`config.mk`:
```
export PLATFORM = sky130hd
export DESIGN_NAME = adc_channel_scheduler
export DESIGN_NICKNAME = d
export VERILOG_FILES = /design/src/rtl/adc_channel_scheduler.sv
export SDC_FILE = /design/constraint.sdc
export NUM_CORES = 1
export LEC_CHECK = 0
export ABC_AREA = 1
export BUFFER_PORTS_ARGS = -buffer_cell sky130_fd_sc_hd__buf_2
export CAP_MARGIN = 20
export CORE_MARGIN = 2
export CORE_UTILIZATION = 53
export DETAILED_ROUTE_END_ITERATION = 6
export PLACE_DENSITY = 0.73
export RECOVER_POWER = 50
export SLEW_MARGIN = 20
export SYNTH_ARGS = -nofsm -noshare
export SYNTH_HDL_FRONTEND = slang
export SYNTH_SLANG_ARGS = --single-unit
```
`constraint.sdc`:
```
create_clock -name clk -period 1.75 [get_ports clk]
set_input_delay 0.2625 -clock clk [delete_from_list [all_inputs] [get_ports clk]]
set_output_delay 0.2625 -clock clk [all_outputs]
set_load 0.01 [all_outputs]
```
`src/rtl/adc_channel_scheduler.sv`:
```
// Round-robin sequencer for a shared 14-bit ADC: settles the mux, issues conversions,
// averages 2^AVG_LOG2 samples per channel visit and emits one tagged result per visit.
module adc_channel_scheduler #(
    parameter int unsigned NUM_CH         = 4,
    parameter int unsigned AVG_LOG2       = 2,
    parameter int unsigned SETTLE_CYCLES  = 8,
    parameter int unsigned TIMEOUT_CYCLES = 1024,
    localparam int unsigned ADC_W         = 14,
    localparam int unsigned CH_W          = 3
) (
    input  logic              clk,
    input  logic              rst,
    input  logic              enable,
    input  logic [NUM_CH-1:0] ch_mask,
    output logic              adc_start,
    output logic [CH_W-1:0]   adc_channel_ind,
    input  logic              adc_ready,
    input  logic [ADC_W-1:0]  adc_value,
    output logic [ADC_W-1:0]  result_value,
    output logic [CH_W-1:0]   result_ch,
    output logic              result_valid,
    output logic              timeout_err,
    output logic              busy
);

    localparam int unsigned ACC_W  = ADC_W + AVG_LOG2;
    localparam int unsigned SAMP_W = AVG_LOG2 + 1;
    localparam int unsigned SET_W  = $clog2(SETTLE_CYCLES + 1);
    localparam int unsigned TMO_W  = $clog2(TIMEOUT_CYCLES + 1);

    localparam logic [SAMP_W-1:0] LAST_SAMP   = SAMP_W'((1 << AVG_LOG2) - 1);
    localparam logic [SET_W-1:0]  SETTLE_LAST = SET_W'(SETTLE_CYCLES - 1);
    localparam logic [TMO_W-1:0]  TMO_LAST    = TMO_W'(TIMEOUT_CYCLES - 1);

    typedef enum logic [2:0] {
        ST_IDLE,
        ST_SELECT,
        ST_START,
        ST_WAIT,
        ST_NEXT
    } state_t;

    state_t              state, state_d;
    logic [SET_W-1:0]    settle_cnt, settle_d;
    logic [SAMP_W-1:0]   samp_cnt, samp_d;
    logic [TMO_W-1:0]    wait_cnt, wait_d;
    logic [CH_W-1:0]     ptr, ptr_d, next_ptr;
    logic [ACC_W-1:0]    acc, acc_d, acc_sum;
    logic [CH_W-1:0]     ch_d, res_ch_d;
    logic [ADC_W-1:0]    res_val_d;
    logic                start_d, valid_d, tmo_d, busy_d;

    // First enabled channel at or after 'from', wrapping modulo NUM_CH.
    function automatic logic [CH_W-1:0] pick_ch(input logic [NUM_CH-1:0] mask,
                                                input logic [CH_W-1:0]   from);
        logic [7:0]      mask8;
        logic [CH_W-1:0] sel;
        logic            found;
        int unsigned     idx;
        mask8 = 8'(mask);
        sel   = from;
        found = 1'b0;
        for (int unsigned k = 0; k < NUM_CH; k++) begin
            idx = (32'(from) + k) % NUM_CH;
            if (!found && mask8[CH_W'(idx)]) begin
                sel   = CH_W'(idx);
                found = 1'b1;
            end
        end
        return sel;
    endfunction

    assign next_ptr = CH_W'((32'(adc_channel_ind) + 32'd1) % NUM_CH);

    // State register and registered outputs.
    always_ff @(posedge clk) begin
        if (rst) begin
            state           <= ST_IDLE;
            settle_cnt      <= '0;
            samp_cnt        <= '0;
            wait_cnt        <= '0;
            ptr             <= '0;
            acc             <= '0;
            adc_start       <= 1'b0;
            adc_channel_ind <= '0;
            result_value    <= '0;
            result_ch       <= '0;
            result_valid    <= 1'b0;
            timeout_err     <= 1'b0;
            busy            <= 1'b0;
        end else begin
            state           <= state_d;
            settle_cnt      <= settle_d;
            samp_cnt        <= samp_d;
            wait_cnt        <= wait_d;
            ptr             <= ptr_d;
            acc             <= acc_d;
            adc_start       <= start_d;
            adc_channel_ind <= ch_d;
            result_value    <= res_val_d;
            result_ch       <= res_ch_d;
            result_valid    <= valid_d;
            timeout_err     <= tmo_d;
            busy            <= busy_d;
        end
    end

    // Next-state and next-output logic.
    always_comb begin
        state_d   = state;
        settle_d  = settle_cnt;
        samp_d    = samp_cnt;
        wait_d    = wait_cnt;
        ptr_d     = ptr;
        acc_d     = acc;
        acc_sum   = acc + ACC_W'(adc_value);
        ch_d      = adc_channel_ind;
        res_val_d = result_value;
        res_ch_d  = result_ch;
        start_d   = 1'b0;
        valid_d   = 1'b0;
        tmo_d     = 1'b0;

        case (state)
            ST_IDLE: begin
                if (enable && (|ch_mask)) begin
                    state_d  = ST_SELECT;
                    ch_d     = pick_ch(ch_mask, ptr);
                    settle_d = '0;
                end
            end
            ST_SELECT: begin
                if (settle_cnt == SETTLE_LAST) begin
                    state_d = ST_START;
                    start_d = 1'b1;
                end else begin
                    settle_d = settle_cnt + 1'b1;
                end
            end
            ST_START: begin
                // Counts cycles since the start pulse; expiry is judged in WAIT.
                state_d = ST_WAIT;
                wait_d  = TMO_W'(1);
            end
            ST_WAIT: begin
                if (adc_ready) begin
                    acc_d = acc_sum;
                    if (samp_cnt == LAST_SAMP) begin
                        res_val_d = ADC_W'(acc_sum >> AVG_LOG2);
                        res_ch_d  = adc_channel_ind;
                        valid_d   = 1'b1;
                        state_d   = ST_NEXT;
                    end else begin
                        samp_d  = samp_cnt + 1'b1;
                        state_d = ST_START;
                        start_d = 1'b1;
                    end
                end else if (wait_cnt >= TMO_LAST) begin
                    acc_d   = '0;
                    tmo_d   = 1'b1;
                    state_d = ST_NEXT;
                end else begin
                    wait_d = wait_cnt + 1'b1;
                end
            end
            ST_NEXT: begin
                acc_d  = '0;
                samp_d = '0;
                wait_d = '0;
                ptr_d  = next_ptr;
                if (enable && (|ch_mask)) begin
                    state_d  = ST_SELECT;
                    ch_d     = pick_ch(ch_mask, next_ptr);
                    settle_d = '0;
                end else begin
                    state_d = ST_IDLE;
                end
            end
            default: state_d = ST_IDLE;
        endcase

        busy_d = (state_d != ST_IDLE);
    end

endmodule

```
==> results of run 1 <==
## final cells by class
type	count	area [um^2]	share of cell area
Multi-Input combinational cell	461	2750	0.534
Sequential cell	61	1240	0.240
Timing Repair Buffer	86	576	0.112
Inverter	64	246	0.0478
Clock buffer	10	128	0.0248
Tap cell	99	124	0.0240
Clock inverter	6	86.3	0.0167
Timing Repair inverter	1	5.00	0.000971
## through the flow
step / setup TNS, ps / utilization
3_3_place_gp: -790 / 0.611
6_report: -180 / 0.715
4_1_cts: 0 / 0.655
3_5_place_dp: -1160 / 0.611
5_1_grt: -1750 / 0.715
2_1_floorplan: 0 / -
## path summary, 6_finish.rpt
path	start	end	slack [ps]
setup / recovery	acc[0]	result_value[12]	-50
hold / removal	rst	adc_start	200
setup reg to reg	acc[0]	result_value[12]	-50
hold reg to reg	wait_cnt[10]	wait_cnt[10]	450
## power breakdown
part | switching [mW] | total [mW] | internal, mW
Sequential | 0.0157 | 1.42 | 1.40
Clock | 0.592 | 1.39 | 0.803
Combinational | 0.264 | 0.428 | 0.164
## worst max-delay path: cells and delay by family (launching register included)
kind	cells	cell delay (ps)
compound gates	1	120
buf+inv	1	40
fa+ha+maj	2	600
simple gates	6	590
flops	1	340
## sequential cells by signal, indices dropped and copies added (netlist names), 2 cells and up
name,cells
samp_cnt,3
ptr,2
adc_channel_ind,2
settle_cnt,4
acc,16
wait_cnt,11
state,3
result_ch,2
result_value,14
## repair_timing
item	CTS	global route
pin swaps	6	24
hold buffers	0	0
resized for setup	11	101
setup endpoints to repair	28	41
setup buffers	4	8
cloned	1	2
## layout by cell type, fill, tap and decap left out, types with 17 or more instances in the layout
cell type,count
nand2_1,157
nor2_1,62
nand3_1,57
inv_1,56
dfxtp_1,49
buf_4,35
a21oi_1,33
buf_2,23
clkbuf_1,22
nand2_2,17
## cell families (layout without fill, tap and decap cells)
| kind of cell | count (synthesis) | after routing | share of synthesized area |
|---|---|---|---|
| AND/OR/NAND/NOR | 341 | 341 | 0.384 |
| XOR/XNOR | 14 | 14 | 0.0312 |
| buffers and inverters | 84 | 167 | 0.0924 |
| adder cells (fa/ha/maj) | 19 | 19 | 0.0624 |
| flip-flops | 61 | 61 | 0.311 |
| AO/OA/AOI/OAI | 85 | 85 | 0.118 |
| other | 1 | 2 | 0.000955 |
## cell usage after synthesis (all sizes together) (8+ instances only)
cell    count
clkbuf      8
nand3      73
ha         18
o21ai      25
a21oi      48
inv        63
buf        12
nor2       71
nand2     176
dfxtp      61
xor2       11
## routing by layer
layer | share of wire | global-route usage
met5 | 0 | 0
met4 | 0.026 | 0.0910
met2 | 0.49 | 0.452
met1 | 0.43 | 0.340
met3 | 0.058 | 0.0352
==> results.sh, run 1 <==
export IMPL_numCtsBuffers=9
export IMPL_synthToLayoutAreaGrowth_pct=31.3
export IMPL_period_minus_slack_ps=1800
export IMPL_slew_viol_final=0
export IMPL_rsz0062_at_grt="yes"
export IMPL_route_detailed_drc=0
export IMPL_dpl_cell_area_um2=4410
export IMPL_firstDrtPassIters=5
export IMPL_violations="setup timing"
export IMPL_worstSetupPathType="reg -> reg"
export IMPL_power_mw=3.24
export IMPL_syn_area_per_cell_um2=6.49
export IMPL_start_kind="register"
export IMPL_synth_top_area_cell="dfxtp_1"
export IMPL_via_per_inst=5.41
export IMPL_synth_edf_count=0
export IMPL_dp_hpwl_mm=7.37
export IMPL_drt_iter0_drc=264
export IMPL_ir_drop_v=0.000371
export IMPL_clock_sinks=61
export IMPL_first_global_vias=3901
export IMPL_boundaryPins=46
export IMPL_crit_top_cell="nand2_1"
export IMPL_wl_per_cell_um=14.6
export IMPL_cp_cell_sequence="ha_4 > fa_2 > nand2_1 > nand3_2 > nand3_2 > nand2_1 > nand2_1 > nand2_1 > o21ai_1 > inv_1"
export IMPL_fillers=610
export IMPL_grt_use_total=0.263
export IMPL_drv_cap=0
export IMPL_synth_seq_cells=61
export IMPL_hold_class="in -> reg"
export IMPL_cts_root_buffer="clkbuf_8"
export IMPL_end_kind="register"
export IMPL_core_um2=7210
export IMPL_syn_inst=605
export IMPL_synth_area_leaders="dfxtp_1 31%, nand2_1 16%, nand3_1 9.0%"
export IMPL_grt_max_degree=40
export IMPL_dp_cells=759
export IMPL_num_rows=31
export IMPL_clock_latency_ps=340
export IMPL_yosysSeqAreaShare=0.311
export IMPL_instances_no_fill=788
export IMPL_leakage_nw=2.44
export IMPL_ys_warn_count=0
export IMPL_relSlewSlack=0.659
export IMPL_cp_max_fo=4
export IMPL_async_flop_share=0
export IMPL_die_h_um=90.1
export IMPL_vias=4260
export IMPL_die_x_um=90.1
export IMPL_fin_nets=725
export IMPL_worst_pin_slew_ps=511
export IMPL_fin_skew_ps=9.55
export IMPL_antennaDiodeCount=0
export IMPL_synthFlopType="dfxtp_1"
export IMPL_whs_path_depth=2
export IMPL_cpPeakStageDelay_ps=440
export IMPL_cp_required_ps=1990
export IMPL_pre_cts_slack_ps=-138
export IMPL_period_share=1.03
export IMPL_drive_gt1_frac=0.269
export IMPL_place_congestion=0.905
export IMPL_arrival_ps=2040
export IMPL_final_area_um2=5160
export IMPL_synth_top_area_frac=0.311
export IMPL_clk_pin_slew_ps=80
export IMPL_fin_ws_ps=-48.7
export IMPL_grt_antenna_before_repair=0
export IMPL_yosysUniqueCellTypes=42
export IMPL_cts_max_level=3
export IMPL_fin_hold_ws_ps=198
export IMPL_reg2reg_depth=10
export IMPL_grt_overflow=0
export IMPL_cts_tree="yes"
export IMPL_ant_nets=0
export IMPL_p_per_area_nw_per_um2=628
export IMPL_status="finished with violations"
export IMPL_dieArea_um2=8120
export IMPL_critPathSlowestCell="fa_2"
export IMPL_clock_path_buffers=2
export IMPL_wirelength_mm=11.5
export IMPL_grt_pass1_wl_mm=17.6
export IMPL_start_util=0.544
export IMPL_finalSetupViolCount=7
export IMPL_hold_viol=0
export IMPL_fmax_ghz=0.556
export IMPL_synth_cell_area_um2=3930
export IMPL_port_buffers=43
No activity file was read; power rests on OpenSTA's default activity.
==> run 2: changes to the inputs <==
--- a/config.mk
+++ b/config.mk
@@ -10,9 +10,12 @@
 export CAP_MARGIN = 20
 export CORE_MARGIN = 2
 export CORE_UTILIZATION = 53
+export CTS_CLUSTER_DIAMETER = 120
+export CTS_CLUSTER_SIZE = 30
 export DETAILED_ROUTE_END_ITERATION = 6
 export PLACE_DENSITY = 0.73
 export RECOVER_POWER = 50
+export REMOVE_ABC_BUFFERS = 1
 export SLEW_MARGIN = 20
 export SYNTH_ARGS = -nofsm -noshare
 export SYNTH_HDL_FRONTEND = slang
==> run 2 against run 1 <==
  * The flow still finishes with violations (setup timing)
  * Power is 11% lower
  * Fmax is 0.67% lower
  * Sequential cell count stayed put
  * Combinational power is 12% lower
  * Core utilization is 3.3 points lower
  * First-iteration DRC count is 13% lower
  * Worst setup slack worse by 12 ps
  * Worst hold slack better by 85 ps
  * Critical path type unchanged
  * Largest cell class unchanged
==> results.sh, run 2 (same netlist as run 1, synthesis figures left out) <==
export IMPL_cp_max_fo=4
export IMPL_top_regs="acc (16), result_value (14), wait_cnt (11)"
export IMPL_rsz0062_at_grt="yes"
export IMPL_vias=4157
export IMPL_boundaryPins=46
export IMPL_power_mw=2.87
export IMPL_die_x_um=90.1
export IMPL_core_um2=7210
export IMPL_fillers=642
export IMPL_fin_nets=722
export IMPL_cts_root_buffer="clkbuf_8"
export IMPL_num_rows=31
export IMPL_crit_top_cell="nand3_2"
export IMPL_drt_iter0_drc=229
export IMPL_grt_use_total=0.241
export IMPL_clock_latency_ps=350
export IMPL_critPathSlowestCell="fa_2"
export IMPL_p_per_area_nw_per_um2=584
export IMPL_hold_buffers=0
export IMPL_relSlewSlack=0.641
export IMPL_route_detailed_drc=0
export IMPL_dieArea_um2=8120
export IMPL_firstDrtPassIters=5
export IMPL_start_util=0.544
export IMPL_mostFrequentLayoutCells="164 x nand2_1, 63 x nand3_1, 62 x nor2_1"
export IMPL_multi_input_comb_area_um2=2630
export IMPL_ir_drop_v=0.000439
export IMPL_grt_pass1_wl_mm=16.2
export IMPL_wl_per_cell_um=13.2
export IMPL_dp_hpwl_mm=6.98
export IMPL_grt_antenna_before_repair=0
export IMPL_cpPeakStageDelay_ps=440
export IMPL_hold_viol=0
export IMPL_path_buf_inv=0
export IMPL_place_congestion=0.915
export IMPL_slew_viol_final=0
export IMPL_numCtsBuffers=9
export IMPL_cts_tree="yes"
export IMPL_ant_nets=0
export IMPL_worstSetupPathType="reg -> reg"
export IMPL_grt_max_degree=26
export IMPL_violations="setup timing"
export IMPL_largest_reg_flops=16
export IMPL_largest_register="acc"
export IMPL_final_common_cell="nand2_1"
export IMPL_port_buffers=43
export IMPL_period_minus_slack_ps=1810
export IMPL_fin_skew_ps=10.5
export IMPL_start_kind="register"
export IMPL_grt_overflow=0
export IMPL_seqCellArea_um2=1240
export IMPL_finalSetupViolCount=1
export IMPL_drv_cap=0
export IMPL_status="finished with violations"
export IMPL_first_global_vias=3706
export IMPL_clock_path_buffers=2
export IMPL_end_kind="register"
export IMPL_cts_max_level=3
export IMPL_clock_sinks=61
export IMPL_pre_cts_slack_ps=-128
export IMPL_hold_class="in -> reg"
export IMPL_r2r_slack_ps=-60
export IMPL_cp_cell_sequence="ha_4 > fa_2 > nand3_2 > nand3_2 > xnor2_2 > or2_2 > a21oi_2"
export IMPL_clk_pin_slew_ps=70
export IMPL_worst_pin_slew_ps=538
export IMPL_drive_gt1_frac=0.215
export IMPL_arrival_ps=2080
export IMPL_wirelength_mm=10.4
export IMPL_fin_ws_ps=-60.8
export IMPL_period_share=1.03
export IMPL_crit_family="adder cells"
export IMPL_cp_required_ps=2020
export IMPL_leakage_nw=2.35
export IMPL_antennaDiodeCount=0
export IMPL_synthToLayoutAreaGrowth_pct=25.1
export IMPL_via_per_inst=5.30
export IMPL_die_h_um=90.1
export IMPL_fmax_ghz=0.552
[run 2: changes by cell type in the layout (fill, tap and decap cells not counted), sizes merged]
cell / before / now
buf: 64 / 60
bufinv: 2 / 0
clkbuf: 32 / 36
clkinvlp: 3 / 2
inv: 64 / 63
[run 2: worst reg2reg max path: stages (launching register included)]
cell     delay, ps
dfxtp_2        340
ha_4           160
fa_2           440
nand3_2         90
nand3_2        110
xnor2_2        170
or2_2          290
a21oi_2        140
[run 2: metrics by stage]
stage	utilization	area [um^2]	cells	hold slack, ps	TNS (ps)
floorplan	-	3810	586	332	0
global placement	0.610	4400	758	430	-362
detailed placement	0.610	4400	758	437	-1040
CTS	0.642	4630	776	269	-17.4
global route	0.681	4910	784	273	-532
finish	0.681	4910	784	283	-60.8
[run 2: path summary, 6_finish.rpt]
kind                  end  cells past startpoint         start
min              state[2]                      3     adc_ready
max                acc[4]                      7        acc[0]
min reg2reg  wait_cnt[10]                      2  wait_cnt[10]
max reg2reg        acc[4]                      7        acc[0]
[run 2: repair_timing]
| action | CTS | global route |
|---|---|---|
| cloned | 1 | 1 |
| endpoints found under the setup margin | 13 | 40 |
| pin swaps | 2 | 15 |
| setup buffers | 2 | 8 |
| resized for setup | 8 | 64 |
[run 2: layout make-up]
| class | count | share of cell area |
|---|---|---|
| Multi-Input combinational cell | 461 | 0.535 |
| Sequential cell | 61 | 0.252 |
| Timing Repair Buffer | 83 | 0.105 |
| Inverter | 64 | 0.0502 |
| Clock buffer | 13 | 0.0303 |
| Tap cell | 99 | 0.0252 |
| Clock inverter | 2 | 0.00204 |
| Timing Repair inverter | 1 | 0.00153 |
[run 2: power breakdown]
part           switching, mW  leakage (nW)  internal (mW)
registers             0.0182         0.497           1.40
logic                  0.235          1.77          0.143
clock network          0.534        0.0833          0.541
total                  0.788          2.35           2.08
[run 2: layer usage]
metal	routed length (um)	vias to the layer above	part of all wire	GRT usage
met5	0	-	0	0
met4	233	0	0.023	0.0949
met3	446	22	0.043	0.0394
met2	4870	97	0.47	0.397
met1	4800	1920	0.46	0.315
li1	-	2118	-	-
